==> src/rtl/cpu_defs.sv <==
// Shared sequencer state encodings, opcode constants and decode helpers.
package cpu_defs;

  typedef enum logic [3:0] {
    ST_IDLE  = 4'd0,
    ST_F0    = 4'd1,
    ST_F1    = 4'd2,
    ST_F2    = 4'd3,
    ST_DEC   = 4'd4,
    ST_EXEC  = 4'd5,
    ST_BR    = 4'd6,
    ST_JR    = 4'd7,
    ST_HALT  = 4'd8,
    ST_FAULT = 4'd9
  } seq_state_e;

  localparam logic [4:0] OP_BR   = 5'b10010;
  localparam logic [4:0] OP_JR   = 5'b10011;
  localparam logic [4:0] OP_HALT = 5'b11011;
  localparam logic [4:0] OP_NOP  = 5'b11010;

  function automatic seq_state_e decode_target(input logic [4:0] op);
    seq_state_e target;
    case (op)
      OP_BR:   target = ST_BR;
      OP_JR:   target = ST_JR;
      OP_HALT: target = ST_HALT;
      OP_NOP:  target = ST_F0;
      default: target = ST_EXEC;
    endcase
    return target;
  endfunction

  // A finished instruction only starts the next fetch while run is still high.
  function automatic seq_state_e after_instr(input logic run);
    return run ? ST_F0 : ST_IDLE;
  endfunction

endpackage

==> src/rtl/pc_sequencer_wait_timer.sv <==
// Saturating memory-wait counter; limit_o flags that one more miss reaches LIMIT.
module wait_timer #(
  parameter int LIMIT = 15
) (
  input  logic clock,
  input  logic reset,
  input  logic clear_i,
  input  logic inc_i,
  output logic limit_o
);
  localparam int W = (LIMIT < 1) ? 1 : $clog2(LIMIT + 1);
  localparam logic [W-1:0] SAT  = W'(LIMIT);
  localparam logic [W-1:0] LAST = W'(LIMIT - 1);

  logic [W-1:0] count_q, count_d;

  always_comb begin
    count_d = count_q;
    if (clear_i) begin
      count_d = '0;
    end else if (inc_i && (count_q != SAT)) begin
      count_d = count_q + 1'b1;
    end
  end

  always_ff @(posedge clock) begin
    if (reset) begin
      count_q <= '0;
    end else begin
      count_q <= count_d;
    end
  end

  assign limit_o = (count_q >= LAST);
endmodule

==> src/rtl/pc_sequencer.sv <==
// Instruction fetch/decode sequencer: PC->MAR, memory read into IR, then dispatch
// to execute, branch, jump or halt; a stalled memory read ends in FAULT.
module pc_sequencer
  import cpu_defs::*;
#(
  parameter int WAIT_LIMIT = 15
) (
  input  logic       clock,
  input  logic       reset,
  input  logic       run,
  input  logic [4:0] opcode,
  input  logic       conOut,
  input  logic       mem_ready,
  input  logic       exec_done,
  output logic       IncPC,
  output logic       PC_enable,
  output logic       PCout,
  output logic       MARin,
  output logic       Read,
  output logic       MDRin,
  output logic       IRin,
  output logic       exec_start,
  output logic       halted,
  output logic       fault,
  output logic [3:0] state
);
  seq_state_e state_q, state_d;
  logic       exec_first_q, exec_first_d;
  logic       pc_en_q, pc_en_d;
  logic       timer_clear, timer_inc, timer_limit;

  wait_timer #(
    .LIMIT(WAIT_LIMIT)
  ) u_wait_timer (
    .clock  (clock),
    .reset  (reset),
    .clear_i(timer_clear),
    .inc_i  (timer_inc),
    .limit_o(timer_limit)
  );

  always_comb begin
    state_d     = state_q;
    timer_clear = 1'b0;
    timer_inc   = 1'b0;
    case (state_q)
      ST_IDLE:  if (run) state_d = ST_F0;
      ST_F0: begin
        state_d     = ST_F1;
        timer_clear = 1'b1;
      end
      ST_F1: begin
        if (mem_ready) begin
          state_d = ST_F2;
        end else begin
          timer_inc = 1'b1;
          if (timer_limit) state_d = ST_FAULT;
        end
      end
      ST_F2:    state_d = ST_DEC;
      ST_DEC:   state_d = decode_target(opcode);
      ST_EXEC:  if (exec_done) state_d = after_instr(run);
      ST_BR,
      ST_JR:    state_d = after_instr(run);
      ST_HALT,
      ST_FAULT: state_d = state_q;
      default:  state_d = ST_IDLE;
    endcase
    // One-shot qualifiers are registered alongside the state so strobes stay Moore.
    exec_first_d = (state_q == ST_DEC) && (state_d == ST_EXEC);
    pc_en_d      = (state_q == ST_DEC) &&
                   ((state_d == ST_JR) || ((state_d == ST_BR) && conOut));
  end

  always_ff @(posedge clock) begin
    if (reset) begin
      state_q      <= ST_IDLE;
      exec_first_q <= 1'b0;
      pc_en_q      <= 1'b0;
    end else begin
      state_q      <= state_d;
      exec_first_q <= exec_first_d;
      pc_en_q      <= pc_en_d;
    end
  end

  assign PCout      = (state_q == ST_F0);
  assign MARin      = (state_q == ST_F0);
  assign IncPC      = (state_q == ST_F0);
  assign Read       = (state_q == ST_F1);
  assign MDRin      = (state_q == ST_F1);
  assign IRin       = (state_q == ST_F2);
  assign exec_start = exec_first_q && (state_q == ST_EXEC);
  assign PC_enable  = pc_en_q && ((state_q == ST_BR) || (state_q == ST_JR));
  assign halted     = (state_q == ST_HALT);
  assign fault      = (state_q == ST_FAULT);
  assign state      = state_q;
endmodule

==> config.mk <==
export PLATFORM = sky130hd
export DESIGN_NAME = pc_sequencer
export DESIGN_NICKNAME = d
export VERILOG_FILES = /design/src/rtl/cpu_defs.sv /design/src/rtl/pc_sequencer_wait_timer.sv /design/src/rtl/pc_sequencer.sv
export SDC_FILE = /design/constraint.sdc
export NUM_CORES = 1
export LEC_CHECK = 0
export BUFFER_PORTS_ARGS = -buffer_cell sky130_fd_sc_hd__buf_2
export CORE_MARGIN = 2
export CORE_UTILIZATION = 40
export DETAILED_ROUTE_END_ITERATION = 7
export HOLD_SLACK_MARGIN = 0.06
export PLACE_DENSITY_LB_ADDON = 0.08
export SETUP_SLACK_MARGIN = 0.2
export SLEW_MARGIN = 30
export SYNTH_ARGS = -nofsm -noshare
export SYNTH_HDL_FRONTEND = slang
export SYNTH_HIERARCHICAL = 1
export SYNTH_SLANG_ARGS = --single-unit
==> constraint.sdc <==
create_clock -name clock -period 2.1 [get_ports clock]
set_clock_uncertainty 0.05 [all_clocks]
set_input_delay 0.21 -clock clock [delete_from_list [all_inputs] [get_ports clock]]
set_output_delay 0.21 -clock clock [all_outputs]
set_load 0.1 [all_outputs]
==> results.toml, run 1 <==
[outcome]
status = "complete, no violations"

[floorplan]
core_mm2 = 0.00169
ios = 25
rows = 15
die_x_um = 46.1
initial_utilization = 0.420
fp.dieH_um = 46.1
dieArea_mm2 = 0.00213

[yosys]
synth_nets = 96
synth_fa_ha_area_frac = 0.0353
ys_top_cells_by_count = "10 x dfxtp_1, 8 x nor2_1, 6 x inv_1"
synth_area_um2 = 709
avgSynthCellArea_um2 = 8.55
synthArstFlopShare = 0
ys_warn_count = 6
synth-compound-area-share = 0.217
synthMuxAreaShare = 0
yosys-top-cells-area = "dfxtp_1 28%, a2111oi_2 4.2%, nor2_1 4.2%"
netlist_instances = 83
synthFlopType = "dfxtp_1"
ys_seq_elements = 10
yosys.area_share.simple = 0.346
synth_most_common_cell = "dfxtp_1"
synth_top_family_by_area = "simple AND/OR/NAND/NOR gates"
synth.yosys.seq_area_share = 0.282
synth_top_area_share = 0.282
synth_edf_count = 0
synth_xor_area_frac = 0.0123
synth_cell_type_count = 41
yosysTopAreaCell = "dfxtp_1"

[clocking]
clk_latency_ns = 0.27
cts.sinks = 10
cts_buffer_depth = 2
path_clk_slew_ns = 0.08
h-tree-depth = 1
cts_resized = 0
root_buffer = "clkbuf_4"
cts_setup_buffers = 0
cts_tree = "built"
cts_made_buffers = 3
postCtsHoldBufs = 0

[timing]
slew_violations = 0
post-route-period-util = 0.891
layout_min_cycle_time_ns = 1.87
rsz0062_at_grt = "yes"
slew_headroom = 0.677
hold_viol = 0
tightest_slew_ns = 0.488
setup_viol = 0
fmax_mhz = 535

[min_path]
hp-start = "conOut"
hold_path_depth = 3
hold_end = "pc_en_q$_SDFF_PP0_"
hold_class = "input pin to flop"

[setup_path]
critPathSlowestCell = "buf_2"
critPathMaxStageDelay_ns = 0.47
rr_startpoint = "state[0]$_SDFF_PP0_"
cp-end-kind = "primary output"
cp_cell_sequence = "nand2b_4 > nor3_4 > buf_2"
cp.required_ns = 1.84
cp-start-kind = "flop"
rr_endpoint = "pc_en_q$_SDFF_PP0_"
crit_fanout = 14
path_delay_family = "buffers and inverters"
cp.arrival_ns = 1.61
path_buf_inv = 1
worstSetupPathType = "flop to primary output"
reg2reg_depth = 4
regToRegSetupSlack_ns = 0.30

[drt]
avgViaCountPerCell = 5.70
vias = 696
detailedRoute.firstIterationViolations = 8
drtAntennaViolNets = 0
drc = 0
dr.pass1.iters = 4
wl_per_cell_um = 13.4
drt-total-wl_mm = 1.64

[placed_design]
gp_congestion = 0.758
numPortBuffers = 24
dp_hpwl_mm = 1.24
dp.cells = 118

[global_route]
grt_first_pass_wirelength_mm = 2.68
grt_max_degree = 15
antenna_found_initial = 0
grt_pass1_vias = 557
grt_use_total = 0.185
grt-ovfl-total = 0

[pwr]
powerDensity_mw_per_mm2 = 671
ir_drop_mv = 0.341
total_power_uw = 616
p_leak_nw = 0.389

[cells_and_area]
finalNonFillerCells = 122
post-route-util = 0.544
final_layout_size_suffix_gt1_frac = 0.457
num-fill-cells = 174
diodes = 0
final_net_count = 119
area_growth_pct = 29.5

[flow_run]
maxCapViolCount = 0
tightest hold or removal path: stages:
cell	delay, ns
buf_2	0.10
inv_1	0.06
a2111oi_2	0.06
kinds of logic (layout without fill, tap and decap cells):
| group | Yosys count | after routing |
|---|---|---|
| buffers and inverters | 13 | 35 |
| AO/OA/AOI/OAI | 19 | 19 |
| AND/OR/NAND/NOR | 38 | 38 |
| flip-flops | 10 | 10 |
| XOR/XNOR | 1 | 1 |
| adder cells (fa/ha/maj) | 2 | 2 |
layer usage:
| metal | track usage | routed length [µm] | vias up |
|---|---|---|---|
| li1 | - | - | 351 |
| met1 | 0.283 | 838 | 311 |
| met2 | 0.222 | 641 | 30 |
| met3 | 0.0510 | 120 | 4 |
| met4 | 0.103 | 39 | 0 |
| met5 | 0 | 0 | - |
report_power, final:
| part | internal (mW) | total (mW) | switching [mW] |
|---|---|---|---|
| clock network | 0.0688 | 0.145 | 0.0760 |
| logic | 0.0620 | 0.250 | 0.188 |
| registers | 0.197 | 0.221 | 0.0245 |
| total | 0.328 | 0.616 | 0.289 |
cells in the final DEF (no fill, tap or decap), types with 2 or more instances in the layout:
| master | count |
|---|---|
| a2111oi_2 | 2 |
| a21oi_1 | 4 |
| and3_1 | 2 |
| and3_2 | 2 |
| buf_2 | 23 |
| clkbuf_4 | 4 |
| dfxtp_1 | 5 |
| dfxtp_4 | 4 |
| ha_1 | 2 |
| inv_1 | 6 |
| nand2b_1 | 2 |
| nand3b_1 | 2 |
| nor2_1 | 6 |
| nor2_4 | 2 |
| nor2b_1 | 2 |
| nor3_1 | 2 |
| nor3_4 | 2 |
| nor4_1 | 2 |
| o211a_1 | 2 |
| o21ai_0 | 2 |
sequential cells by signal, indices dropped and copies added, names as in the netlist:
signal / count
state: 4
pc_en_q: 1
exec_first_q: 1
u_wait_timer/count_q: 4
metrics by stage:
step	TNS [ns]	cell area (µm²)	hold slack, ns	setup WS (ns)
6_report	0	918	0.146	0.229
5_1_grt	0	918	0.143	0.175
4_1_cts	0	915	0.132	0.214
3_5_place_dp	0	888	0.425	0.324
3_3_place_gp	0	888	0.425	0.323
2_1_floorplan	-4.20	816	0.223	-0.639
worst max-delay path by stage:
| stage | start | end | cells after the start | slack [ns] |
|---|---|---|---|---|
| 4_1_cts | state[1]$_SDFF_PP0_ | MARin | 3 | 0.21 |
| 6_report | state[1]$_SDFF_PP0_ | MARin | 3 | 0.23 |
| 5_1_grt | state[1]$_SDFF_PP0_ | PCout | 3 | 0.18 |
| 3_3_place_gp | state[3]$_SDFF_PP0_ | pc_en_q$_SDFF_PP0_ | 4 | 0.32 |
| 3_5_place_dp | state[0]$_SDFF_PP0_ | pc_en_q$_SDFF_PP0_ | 4 | 0.32 |
| 2_1_floorplan | state[3]$_SDFF_PP0_ | u_wait_timer/count_q[3]$_SDFFE_PP0P_ | 5 | -0.64 |
cell type report:
type	instances	area, µm²	area share
Sequential cell	10	216	0.236
Clock inverter	1	3.75	0.00409
Timing Repair Buffer	25	130	0.142
Inverter	6	22.5	0.0245
Tap cell	17	21.3	0.0232
Clock buffer	3	22.5	0.0245
Multi-Input combinational cell	60	502	0.546
No activity file was read; power rests on OpenSTA's default activity.
==> run 2, diff against run 1 <==
REMOVE_ABC_BUFFERS = 1   (was unset)
==> run 2 against run 1 <==
- setup slack gained 0.055 ns
- global-route usage shrank 1.5 points
- sequential cell count is the same
- register-to-register slack is essentially flat
- sequential power shrank 3%
- sequential share of layout area shrank 2.0 points
- critical endpoint is now IncPC
==> results.toml, run 2 (synthesis results as in run 1) <==
[outcome]
status = "complete, no violations"

[global_route]
grt_first_pass_wirelength_mm = 2.60
grt-ovfl-total = 0
grt_pass1_vias = 612
antenna_found_initial = 0
grt_use_total = 0.169
grt_max_degree = 14

[setup_path]
cp.required_ns = 1.84
crit_fanout = 10
reg2reg_depth = 4
cp.arrival_ns = 1.56
crit_end = "IncPC"
cp-end-kind = "primary output"
rr_endpoint = "pc_en_q$_SDFF_PP0_"
regToRegSetupSlack_ns = 0.30
rr_startpoint = "state[2]$_SDFF_PP0_"
cp-start-kind = "flop"
critPathLaunch = "state[1]$_SDFF_PP0_"
worstSetupPathType = "flop to primary output"

[pwr]
total_power_uw = 668
ir_drop_mv = 0.371
powerDensity_mw_per_mm2 = 708
p_leak_nw = 0.423

[clocking]
path_clk_slew_ns = 0.07
cts.sinks = 10
h-tree-depth = 1
cts_tree = "built"
clk_latency_ns = 0.26
cts_buffer_depth = 2
cts_made_buffers = 3
root_buffer = "clkbuf_4"

[cells_and_area]
final_layout_size_suffix_gt1_frac = 0.413
mostFrequentLayoutCells = "16 x buf_2, 8 x nor2_1, 8 x buf_4, 7 x dfxtp_1, 6 x inv_1"
seqCellArea_um2 = 204
area_growth_pct = 33.0
final_common_cell = "buf_2"
num-fill-cells = 155
final_net_count = 123
diodes = 0
multi_input_area_um2 = 444
post-route-util = 0.559

[timing]
fin_ws_ns = 0.285
hold_viol = 0
setup_viol = 0
slew_headroom = 0.679
tightest_slew_ns = 0.485
fin_hold_ws_ns = 0.163
layout_min_cycle_time_ns = 1.82
slew_violations = 0
fmax_mhz = 551
fin_tns_setup_ns = 0
rsz0062_at_grt = "yes"
post-route-period-util = 0.864

[drt]
vias = 699
dr.pass1.iters = 4
dr_wl_met2_um = 710
met3WireLength_um = 100
avgViaCountPerCell = 5.55
drt-total-wl_mm = 1.65
wl_per_cell_um = 13.1
detailedRoute.firstIterationViolations = 13
highest_layer = "met4"
met1_length_um = 827
drtAntennaViolNets = 0
drc = 0

[floorplan]
fp.dieH_um = 46.1
rows = 15
ios = 25
core_mm2 = 0.00169
die_x_um = 46.1
initial_utilization = 0.420
dieArea_mm2 = 0.00213

[min_path]
hold_class = "input pin to flop"
hold_path_depth = 3

[placed_design]
gp_congestion = 0.778
dp_hpwl_mm = 1.26
dp_worst_setup_slack_ns = 0.200
numPortBuffers = 24

[flow_run]
maxCapViolCount = 0
-- run 2: changes by cell type in the layout (fill, tap and decap cells not counted), moves of 2 or more --
cell and change:
buf_12 +3, buf_2 -7, buf_4 +7, dfxtp_1 +2, dfxtp_2 +2, dfxtp_4 -4, nor2_1 +2, nor2_4 -2
nor3_4 -2
-- run 2: layout make-up --
| type | count | area share |
|---|---|---|
| well taps | 17 | 0.0225 |
| repair buffers | 29 | 0.228 |
| multi-input cells | 60 | 0.471 |
| clock buffers | 4 | 0.0385 |
| inverters | 6 | 0.0239 |
| flip-flops and latches | 10 | 0.216 |
-- run 2: power by group --
group | internal (mW) | switching [mW] | total [mW]
clock | 0.105 | 0.0657 | 0.171
sequential | 0.198 | 0.0159 | 0.214
combinational | 0.0884 | 0.195 | 0.283
-- run 2: through the flow --
stage / cells / area [µm²]
finish: 126 / 943
global route: 126 / 943
CTS: 124 / 915
detailed placement: 120 / 865
global placement: 120 / 865
floorplan: 76 / 656
-- run 2: timing repair --
action / CTS / global route
hold buffers: 0 / 0
gates resized for setup: 4 / 6
hold endpoints to repair: 0 / 0
setup buffers: 0 / 2
endpoints found under the setup margin: 4 / 8
-- run 2: routing by layer --
metal | up-vias | GRT usage
li1 | 358 | -
met1 | 319 | 0.252
met2 | 20 | 0.225
met3 | 2 | 0.0510
met4 | 0 | 0.0629
met5 | - | 0
-- run 2: worst min path at each step --
stage / start / slack [ns] / end
finish: conOut / 0.16 / pc_en_q$_SDFF_PP0_
global route: conOut / 0.18 / pc_en_q$_SDFF_PP0_
CTS: conOut / 0.15 / pc_en_q$_SDFF_PP0_
detailed placement: conOut / 0.43 / pc_en_q$_SDFF_PP0_
global placement: conOut / 0.44 / pc_en_q$_SDFF_PP0_
floorplan: reset / 0.23 / pc_en_q$_SDFF_PP0_
-- run 2: worst max-delay path, stage by stage (launching register included) --
cell      delay, ns
dfxtp_1        0.36
buf_4          0.18
nand2b_1       0.21
nor3_2         0.14
buf_4          0.21
buf_12         0.19
